### src/rtl/nibble_serial_cla_subtractor_pkg.sv
// Shared constants and types for the nibble-serial CLA subtractor.
// The slice width is fixed at one nibble.
package nibble_serial_cla_subtractor_pkg;

    localparam int NIBBLE_W = 4;

    typedef enum logic [1:0] {
        ST_IDLE = 2'd0,
        ST_BUSY = 2'd1,
        ST_DONE = 2'd2
    } state_t;

    function automatic int cnt_w(input int n);
        return (n > 1) ? $clog2(n) : 1;
    endfunction

endpackage

### src/rtl/nibble_serial_cla_subtractor_cla4.sv
// 4-bit carry-lookahead adder slice.
// Reused every cycle by the nibble-serial subtractor.
module four_bit_CLA_adder_verilog (
    input  logic [3:0] i_A,
    input  logic [3:0] i_B,
    input  logic       i_Cin,
    output logic [3:0] o_Sum,
    output logic       o_Cout
);

    logic [3:0] p;
    logic [3:0] g;
    logic [4:0] c;

    assign p = i_A ^ i_B;
    assign g = i_A & i_B;

    assign c[0] = i_Cin;
    assign c[1] = g[0] | (p[0] & c[0]);
    assign c[2] = g[1] | (p[1] & g[0])
                | (p[1] & p[0] & c[0]);
    assign c[3] = g[2] | (p[2] & g[1])
                | (p[2] & p[1] & g[0])
                | (p[2] & p[1] & p[0] & c[0]);
    assign c[4] = g[3] | (p[3] & g[2])
                | (p[3] & p[2] & g[1])
                | (p[3] & p[2] & p[1] & g[0])
                | (p[3] & p[2] & p[1] & p[0] & c[0]);

    assign o_Sum  = p ^ c[3:0];
    assign o_Cout = c[4];

endmodule

### src/rtl/nibble_serial_cla_subtractor.sv
// Multi-cycle subtractor: A - B - Bin computed as A + ~B + ~Bin,
// one nibble per cycle through a single shared CLA slice.
module nibble_serial_cla_subtractor
    import nibble_serial_cla_subtractor_pkg::*;
#(
    parameter int WIDTH = 16
) (
    input  logic             i_Clk,
    input  logic             i_Rst_n,
    input  logic             i_Valid,
    output logic             o_Ready,
    input  logic [WIDTH-1:0] i_A,
    input  logic [WIDTH-1:0] i_B,
    input  logic             i_Bin,
    output logic             o_Valid,
    input  logic             i_Ready,
    output logic [WIDTH-1:0] o_Diff,
    output logic             o_Bout
);

    localparam int NIBBLES = WIDTH / NIBBLE_W;
    localparam int CW      = cnt_w(NIBBLES);
    localparam logic [CW-1:0] CNT_LAST = CW'(NIBBLES - 1);

    state_t          state;
    state_t          state_nx;
    logic [CW-1:0]   cnt;
    logic [WIDTH-1:0] a_reg;
    logic [WIDTH-1:0] bn_reg;
    logic            carry_reg;
    logic            rdy_en;
    logic            accept;
    logic            step;
    logic            last;
    logic [3:0]      a_nib;
    logic [3:0]      b_nib;
    logic [3:0]      sum;
    logic            cout;

    assign a_nib = a_reg[cnt*NIBBLE_W +: NIBBLE_W];
    assign b_nib = bn_reg[cnt*NIBBLE_W +: NIBBLE_W];
    assign last  = (cnt == CNT_LAST);

    four_bit_CLA_adder_verilog u_slice (
        .i_A   (a_nib),
        .i_B   (b_nib),
        .i_Cin (carry_reg),
        .o_Sum (sum),
        .o_Cout(cout)
    );

    always_ff @(posedge i_Clk or negedge i_Rst_n) begin
        if (!i_Rst_n) begin
            state <= ST_IDLE;
        end else begin
            state <= state_nx;
        end
    end

    always_comb begin
        state_nx = state;
        o_Ready  = 1'b0;
        o_Valid  = 1'b0;
        accept   = 1'b0;
        step     = 1'b0;
        case (state)
            ST_IDLE: begin
                o_Ready = rdy_en;
                if (i_Valid && rdy_en) begin
                    accept   = 1'b1;
                    state_nx = ST_BUSY;
                end
            end
            ST_BUSY: begin
                step = 1'b1;
                if (last) begin
                    state_nx = ST_DONE;
                end
            end
            ST_DONE: begin
                o_Valid = 1'b1;
                if (i_Ready) begin
                    state_nx = ST_IDLE;
                end
            end
            default: state_nx = ST_IDLE;
        endcase
    end

    // rdy_en keeps o_Ready low until the first edge after reset release
    always_ff @(posedge i_Clk or negedge i_Rst_n) begin
        if (!i_Rst_n) begin
            rdy_en    <= 1'b0;
            cnt       <= '0;
            a_reg     <= '0;
            bn_reg    <= '0;
            carry_reg <= 1'b0;
            o_Diff    <= '0;
            o_Bout    <= 1'b0;
        end else begin
            rdy_en <= 1'b1;
            if (accept) begin
                a_reg     <= i_A;
                bn_reg    <= ~i_B;
                carry_reg <= ~i_Bin;
                cnt       <= '0;
            end else if (step) begin
                o_Diff[cnt*NIBBLE_W +: NIBBLE_W] <= sum;
                carry_reg <= cout;
                cnt       <= cnt + 1'b1;
                if (last) begin
                    o_Bout <= ~cout;
                end
            end
        end
    end

endmodule

### config.mk
export PLATFORM = sky130hd
export DESIGN_NAME = nibble_serial_cla_subtractor
export DESIGN_NICKNAME = d
export VERILOG_FILES = /design/src/rtl/nibble_serial_cla_subtractor_pkg.sv /design/src/rtl/nibble_serial_cla_subtractor_cla4.sv /design/src/rtl/nibble_serial_cla_subtractor.sv
export SDC_FILE = /design/constraint.sdc
export NUM_CORES = 1
export LEC_CHECK = 0
export BUFFER_PORTS_ARGS = -buffer_cell sky130_fd_sc_hd__buf_2
export CAP_MARGIN = 20
export CORE_MARGIN = 4
export CORE_UTILIZATION = 40
export CTS_BUF_LIST = sky130_fd_sc_hd__clkbuf_8
export CTS_CLUSTER_DIAMETER = 40
export DETAILED_ROUTE_END_ITERATION = 8
export GPL_TIMING_DRIVEN = 0
export SYNTH_ARGS = -nofsm -noshare
export SYNTH_HDL_FRONTEND = slang
export SYNTH_SLANG_ARGS = --single-unit
### constraint.sdc
create_clock -name i_Clk -period 3.3 [get_ports i_Clk]
set_input_delay 0.33 -clock i_Clk [delete_from_list [all_inputs] [get_ports i_Clk]]
set_output_delay 0.33 -clock i_Clk [all_outputs]
set_load 0.02 [all_outputs]
==> results of run 1 <==
## report_power, final
group	total [mW]	internal, mW	switching, mW
Combinational	1.56	0.647	0.910
Sequential	1.13	0.956	0.179
Clock	0.370	0.165	0.205
## layer usage
metal  GRT usage  vias to the layer above  wire [um]
li1            -                      931          -
met1       0.207                      861       2390
met2       0.257                       40       2610
met3      0.0341                        6        303
met4      0.0335                        0         48
met5           0                        -          0
## kinds of logic after synthesis
logic type,share of synthesized area
XOR/XNOR,0.00697
multiplexers,0.0807
AO/OA/AOI/OAI,0.101
adder cells (fa/ha/maj),0.0578
flip-flops,0.548
other,0.00149
buffers and inverters,0.0214
AND/OR/NAND/NOR,0.183
## cell usage after synthesis, types with 2 or more instances
master,instances,area (um^2)
o21ai_2,2,17.5
mux2_2,2,22.5
nand2b_1,3,18.8
a21oi_1,2,10.0
clkbuf_1,8,30.0
nand3_1,2,10.0
or3_1,3,18.8
xnor2_1,2,17.5
mux4_2,8,180
ha_1,10,125
inv_1,3,11.3
nor3_1,4,20.0
nor2_1,2,7.51
a22o_1,8,70.1
o21ai_0,24,120
dfrtp_1,55,1380
nand2_1,80,300
## through the flow
step | power, mW | util | instance area (um^2) | hold WS [ps] | worst slack (ps)
2_1_floorplan | 2.25 | - | 2510 | 34.4 | 734
3_3_place_gp | 2.71 | 0.481 | 2880 | 456 | 353
6_report | 3.06 | 0.501 | 3000 | 209 | 345
4_1_cts | 3.12 | 0.501 | 3000 | 199 | 307
5_1_grt | 3.35 | 0.501 | 3000 | 194 | 161
3_5_place_dp | 2.75 | 0.484 | 2900 | 287 | 318
## final timing paths
path | from | to | slack (ps)
worst max-delay path | cnt[0] | o_Diff[11] | 340
worst min-delay path | i_B[11] | bn_reg[11] | 210
worst max register to register | cnt[0] | o_Diff[11] | 340
worst min register to register | a_reg[7] | a_reg[7] | 480
max in group asynchronous | i_Rst_n | carry_reg | 2270
min in group asynchronous | i_Rst_n | o_Diff[9] | 480
## critical path: cells and delay by family (launching register included)
| family | cells | cell delay, ps |
|---|---|---|
| compound gates | 3 | 770 |
| mux | 1 | 600 |
| flops | 1 | 590 |
| buf+inv | 1 | 380 |
| fa+ha+maj | 1 | 310 |
| simple gates | 1 | 200 |
## layout make-up
| class | instances | area [um^2] |
|---|---|---|
| Fill cell | 572 | 2990 |
| Sequential cell | 55 | 1380 |
| Multi-Input combinational cell | 168 | 1080 |
| Timing Repair Buffer | 57 | 305 |
| Tap cell | 75 | 93.8 |
| Clock buffer | 6 | 82.6 |
| Buffer | 10 | 42.5 |
| Inverter | 3 | 11.3 |
| Clock inverter | 1 | 5.00 |
==> results.cfg, run 1 <==
[logic_synthesis]
yosysWarnings = 0
syn_inst = 236
avgSynthCellArea_um2 = 10.6
ys.flop_type = dfrtp_1
synth-seq-cells = 55
yosysUniqueCellTypes = 35
syn_area_um2 = 2510
ys_async_sr_fraction = 1.00
synth_edf_count = 0
synth_nets = 284
ys_seq_area_frac = 0.548

[sta]
rsz0062_at_grt = false
tightest_slew_ps = 591
slew_violations = 0
period_share = 0.896
tns_ps = 0
fmax_mhz = 338
setup_viol = 0
finClkSkew_ps = 8.67
fin_crit_ps = 2960
slew_headroom = 0.606
hold_viol = 0

[drt]
wl_per_cell_um = 14.3
ant_nets = 0
via_per_inst = 4.90
drc = 0
drt_iter0_drc = 96
routed_wl_um = 5360
vias = 1838
drt_pre_antenna_iters = 4

[cells_and_area]
layout_commonest_cell = nand2_1
stdcell_count = 375
area_growth_syn_to_layout_pct = 19.4
nets = 348
most-common-layout-cells = 80 x nand2_1, 56 x buf_2, 55 x dfrtp_1
drive_gt1_frac = 0.267
diodes = 0

[cts]
cts_setup_buffers = 0
h-tree-depth = 2
clock_sinks = 55
clk_latency_ps = 300
path_clk_slew_ps = 100
cts_buffer_depth = 2
cts_hold_buffers = 1
post_cts_resized = 0
clockRootBuffer = clkbuf_8
cts_tree = done
numCtsBuffers = 5

[worst_setup_path]
max_stage_delay_ps = 600
crit_type = reg -> reg
endpoint_kind = flop
critPathLaunchType = flop
critPathRequiredTime_ps = 3510
arrival_ps = 3170
crit_path_cell_trace = buf_2, mux4_2, ha_1, a21o_1, and4_1, a2111o_1, o21ai_0
critPathSlowestCell = mux4_2
critical_path.max_fanout = 10
reg2reg_depth = 7

[place]
place_congestion = 0.726
dp.cells = 367
hpwl_um = 3980
port_buffers = 55

[floorplanning]
io_pins = 56
die_w_um = 87.3
dieHeight_um = 87.3
rows = 28
floorplan.die_area_um2 = 7610
initial_core_util = 0.419
core_um2 = 5990

[global_route]
grt_max_degree = 40
globalRouteOverflowTotal = 0
antenna_found_initial = 0
grt_pass1_vias = 1856
grt_use_total = 0.154
grt_pass1_wl_um = 9110

[run_status]
status = finished, final reports clean

[min_path]
worstHoldPathCells = 2
hold_class = in -> reg

[pwr]
p_per_area_nw_per_um2 = 1020
vdd_drop_max_uv = 509
cellLeakagePower_nw = 1.53

[flow_run]
maxCapViolCount = 0
Note: power is estimated with default switching activity, not from simulation.
==> run 2: changes to the inputs <==
--- a/config.mk
+++ b/config.mk
@@ -5,13 +5,13 @@
 export SDC_FILE = /design/constraint.sdc
 export NUM_CORES = 1
 export LEC_CHECK = 0
-export BUFFER_PORTS_ARGS = -buffer_cell sky130_fd_sc_hd__buf_2
 export CAP_MARGIN = 20
 export CORE_MARGIN = 4
 export CORE_UTILIZATION = 40
 export CTS_BUF_LIST = sky130_fd_sc_hd__clkbuf_8
 export CTS_CLUSTER_DIAMETER = 40
 export DETAILED_ROUTE_END_ITERATION = 8
+export DONT_BUFFER_PORTS = 1
 export GPL_TIMING_DRIVEN = 0
 export SYNTH_ARGS = -nofsm -noshare
 export SYNTH_HDL_FRONTEND = slang
==> results.cfg, run 2 (synthesis gave the netlist of run 1 again) <==
[worst_setup_path]
critPathLaunchType = flop
reg2reg_depth = 7
critical_path.max_fanout = 10
r2r_start = cnt[0]
critPathRequiredTime_ps = 3520
ff2ff_setup_slack_ps = 330
endpoint_kind = flop
crit_type = reg -> reg
worstReg2RegEnd = o_Diff[11]
arrival_ps = 3190

[drt]
drt_iter0_drc = 66
routed_wl_um = 5280
via_per_inst = 5.40
drt_pre_antenna_iters = 4
drc = 0
vias = 1727
wl_per_cell_um = 16.5
ant_nets = 0

[cells_and_area]
diodes = 0
area_growth_syn_to_layout_pct = 9.46
most-common-layout-cells = 80 x nand2_1, 55 x dfrtp_1, 24 x o21ai_0
n_fill_cell = 587
post-route-util = 0.459
post-route-cell-area_um2 = 2750
nets = 293
drive_gt1_frac = 0.102
stdcell_count = 320
layout_commonest_cell = nand2_1

[floorplanning]
core_um2 = 5990
die_w_um = 87.3
io_pins = 56
rows = 28
initial_core_util = 0.419
dieHeight_um = 87.3
floorplan.die_area_um2 = 7610

[sta]
tns_ps = 0
rsz0062_at_grt = false
setup_viol = 0
setup_slack_ps = 327
period_share = 0.901
slew_headroom = 0.501
tightest_slew_ps = 746
hold_viol = 0
whs_ps = 123
finClkSkew_ps = 12.2
fin_crit_ps = 2970
fmax_mhz = 336
slew_violations = 0

[cts]
numCtsBuffers = 5
clk_latency_ps = 300
cts_buffer_depth = 2
cts_tree = done
clock_sinks = 55
post_cts_resized = 0
path_clk_slew_ps = 100
clockRootBuffer = clkbuf_8
h-tree-depth = 2

[pwr]
vdd_drop_max_uv = 711
cellLeakagePower_nw = 1.29
p_per_area_nw_per_um2 = 1110
finalPower_mw = 3.06

[run_status]
status = finished, final reports clean

[global_route]
grt_max_degree = 56
grt_pass1_wl_um = 8850
grt_use_total = 0.148
antenna_found_initial = 0
globalRouteOverflowTotal = 0
grt_pass1_vias = 1838

[min_path]
worstHoldPathCells = 1
holdPathEnd = bn_reg[0]
holdCritStartpoint = i_B[0]
hold_class = in -> reg

[place]
dp.cells = 311
place_area_um2 = 2610
post-place-ws_ps = 296
place_congestion = 0.760
port_buffers = 0
hpwl_um = 3800

[flow_run]
maxCapViolCount = 0
==> run 2: changes by cell type in the layout (fill, tap and decap cells not counted), sizes merged <==
cell      previous run  this run
buf                 58         3
bufinv               0         1
clkbuf              14        13
clkinv               1         0
clkinvlp             0         1
==> run 2: final cells by class <==
class	instances	area, um^2	area share
Tap cell	75	93.8	0.0341
Buffer	10	42.5	0.0155
Clock inverter	2	37.5	0.0136
Clock buffer	5	68.8	0.0250
Timing Repair Buffer	2	37.5	0.0136
Sequential cell	55	1380	0.500
Inverter	3	11.3	0.00409
Multi-Input combinational cell	168	1080	0.394
==> run 2: worst max-delay path by stage <==
| stage | from | endpoint | depth (start not counted) |
|---|---|---|---|
| 6_report | cnt[0] | o_Diff[11] | 7 |
| 5_1_grt | cnt[0] | o_Diff[11] | 7 |
| 4_1_cts | cnt[0] | o_Diff[11] | 7 |
| 3_5_place_dp | cnt[0] | o_Diff[11] | 7 |
| 3_3_place_gp | cnt[0] | o_Diff[7] | 7 |
| 2_1_floorplan | cnt[0] | o_Diff[7] | 7 |
==> run 2: routing by layer <==
metal | track usage | wire (um)
met5 | 0 | 0
met1 | 0.200 | 2370
met3 | 0.0416 | 326
met4 | 0.0418 | 84
met2 | 0.234 | 2500
==> run 2: where the power goes <==
group | switching (mW) | internal, mW
Combinational | 0.801 | 0.582
Clock | 0.216 | 0.222
Sequential | 0.279 | 0.955
==> run 2: critical path, stage by stage (launching register included) <==
cell	delay, ps
dfrtp_1	600
buf_2	380
mux4_2	600
ha_1	310
a21o_1	190
and4_1	210
a2111o_1	390
o21ai_0	190
==> run 2: repair_timing <==
| item | 4_1_cts | 5_1_grt |
|---|---|---|
| buffers inserted | 0 | 0 |
| hold buffers | 2 | 0 |
| setup endpoints to repair | 0 | 0 |
| hold endpoints to repair | 55 | 0 |
==> run 3: changes to the inputs <==
--- a/config.mk
+++ b/config.mk
@@ -5,14 +5,16 @@
 export SDC_FILE = /design/constraint.sdc
 export NUM_CORES = 1
 export LEC_CHECK = 0
+export ABC_AREA = 1
 export CAP_MARGIN = 20
 export CORE_MARGIN = 4
-export CORE_UTILIZATION = 40
+export CORE_UTILIZATION = 60
 export CTS_BUF_LIST = sky130_fd_sc_hd__clkbuf_8
 export CTS_CLUSTER_DIAMETER = 40
 export DETAILED_ROUTE_END_ITERATION = 8
 export DONT_BUFFER_PORTS = 1
 export GPL_TIMING_DRIVEN = 0
+export PLACE_DENSITY = 0.76
 export SYNTH_ARGS = -nofsm -noshare
 export SYNTH_HDL_FRONTEND = slang
 export SYNTH_SLANG_ARGS = --single-unit
==> constraint.sdc (replaced) <==
create_clock -name i_Clk -period 3.3 [get_ports i_Clk]
set_input_delay 0.66 -clock i_Clk [delete_from_list [all_inputs] [get_ports i_Clk]]
set_output_delay 0.66 -clock i_Clk [all_outputs]
set_load 0.02 [all_outputs]
==> results.cfg, run 3 <==
[run_status]
status = finished, final reports clean

[cells_and_area]
diodes = 0
n_fill_cell = 370
drive_gt1_frac = 0.144
post-route-cell-area_um2 = 2860
nets = 359
area_growth_syn_to_layout_pct = 5.39
most-common-layout-cells = 98 x nand2_1, 55 x dfrtp_1, 34 x o21ai_0
post-route-util = 0.657
layout_commonest_cell = nand2_1
stdcell_count = 364

[logic_synthesis]
synth_top_area_share = 0.507
syn_inst = 304
yosysMostFrequentCell = nand2_1
synth_area_leader_cell = dfrtp_1
ys.flop_type = dfrtp_1
synth_edf_count = 0
synth_nets = 352
synth-seq-cells = 55
yosysUniqueCellTypes = 32
avgSynthCellArea_um2 = 8.93
ys_async_sr_fraction = 1.00
ys_seq_area_frac = 0.507
synth_area_leaders = dfrtp_1 51%, nand2_1 14%, o21ai_0 6.3%
synth_common_cells = 98 x nand2_1, 55 x dfrtp_1, 34 x o21ai_0
yosysWarnings = 0
syn_area_um2 = 2710

[worst_setup_path]
critPathRequiredTime_ps = 3550
critical_path.max_fanout = 11
path_common_cell = nand2_1
endpoint_kind = flop
critPathLaunchType = flop
path_buf_inv = 2
worstReg2RegEnd = o_Diff[7]
r2r_start = cnt[1]
crit_path_cell_trace = clkbuf_1, inv_1, o21ai_0, o22ai_1, ha_1, nand2_1, nor2_1, nor2_1, nand2_1, nand2_2, nand3_2, nor2_2, nand2_1, nand2_1
reg2reg_depth = 14
arrival_ps = 2860
max_stage_delay_ps = 410
crit_type = reg -> reg
ff2ff_setup_slack_ps = 680
critPathSlowestCell = dfrtp_1
crit_family = simple AND/OR/NAND/NOR gates

[min_path]
hold_class = in -> async

[cts]
clock_sinks = 55
clockRootBuffer = clkbuf_8
h-tree-depth = 2
cts_tree = done
path_clk_slew_ps = 90
numCtsBuffers = 5
clk_latency_ps = 300
cts_setup_buffers = 0
cts_hold_buffers = 0
cts_buffer_depth = 2
post_cts_resized = 0

[sta]
fmax_mhz = 382
setup_viol = 0
period_share = 0.793
hold_viol = 0
whs_ps = 37.6
slew_violations = 0
finClkSkew_ps = 4.18
rsz0062_at_grt = false
fin_crit_ps = 2620
setup_slack_ps = 684
tns_ps = 0

[place]
place_area_um2 = 2780
port_buffers = 0
post-place-ws_ps = 786
place_congestion = 0.850
dp.cells = 356
hpwl_um = 3940

[drt]
drt_iter0_drc = 102
drc = 0
ant_nets = 0
drt_pre_antenna_iters = 4
via_per_inst = 5.50
routed_wl_um = 5460
vias = 2001
wl_per_cell_um = 15.0

[global_route]
grt_pass1_wl_um = 9040
grt_pass1_vias = 1978
grt_max_degree = 56
grt_use_total = 0.210
antenna_found_initial = 0
globalRouteOverflowTotal = 0

[flow_run]
maxCapViolCount = 0

[floorplanning]
io_pins = 56
rows = 24
core_um2 = 4350
floorplan.die_area_um2 = 5660
initial_core_util = 0.623
dieHeight_um = 75.3
die_w_um = 75.3

[pwr]
finalPower_mw = 3.20
p_per_area_nw_per_um2 = 1120
cellLeakagePower_nw = 1.44
vdd_drop_max_uv = 543
[run 3: cell types whose count changed in the layout (fill, tap and decap cells not counted), moves of 3 or more]
cell      before  now
nand2b_1       3    0
nor2_1         2   24
mux4_2         8    0
clkbuf_1       8    4
a22o_1         8    0
nor3_1         4    0
o21ai_2        2   16
o22ai_1        0    8
o21ai_1        0    4
buf_6          0    5
nand2_1       80   98
or3_1          3    0
inv_1          3   16
o21ai_0       24   34
[run 3: cell type report]
type | instances | area [um^2] | share of cell area
sequential | 55 | 1380 | 0.481
clock buffer | 5 | 68.8 | 0.0241
multi-input combinational | 219 | 1180 | 0.411
clock inverter | 3 | 12.5 | 0.00437
buffer | 12 | 88.8 | 0.0311
inverter | 18 | 72.6 | 0.0254
tap | 52 | 65.1 | 0.0227
[run 3: layer usage]
| layer | share of wire | up-vias | GRT usage |
|---|---|---|---|
| li1 | - | 999 | - |
| met1 | 0.43 | 940 | 0.271 |
| met2 | 0.49 | 56 | 0.359 |
| met3 | 0.067 | 6 | 0.0401 |
| met4 | 0.010 | 0 | 0.0602 |
| met5 | 0 | - | 0 |
[run 3: cells by family after synthesis]
kind of cell / synth area share
other: 0.00138
buffers and inverters: 0.0595
xor gates and xnor gates: 0.00323
adders and majority gates: 0.0535
DFF: 0.507
and+or+nand+nor: 0.220
AOI/OAI and AO/OA: 0.155
[run 3: worst max path at each step]
| stage | startpoint | to | slack, ps | depth (start not counted) |
|---|---|---|---|---|
| 4_1_cts | cnt[1] | o_Diff[7] | 710 | 14 |
| 5_1_grt | cnt[1] | o_Diff[14] | 460 | 12 |
| 3_5_place_dp | cnt[1] | o_Diff[7] | 790 | 14 |
| 6_report | cnt[1] | o_Diff[7] | 680 | 14 |
| 2_1_floorplan | cnt[1] | o_Diff[7] | 1350 | 14 |
| 3_3_place_gp | cnt[1] | o_Diff[7] | 840 | 14 |
[run 3: power by group]
group          internal [mW]  switching, mW
logic                  0.576           1.04
clock network          0.143          0.209
registers              0.958          0.267
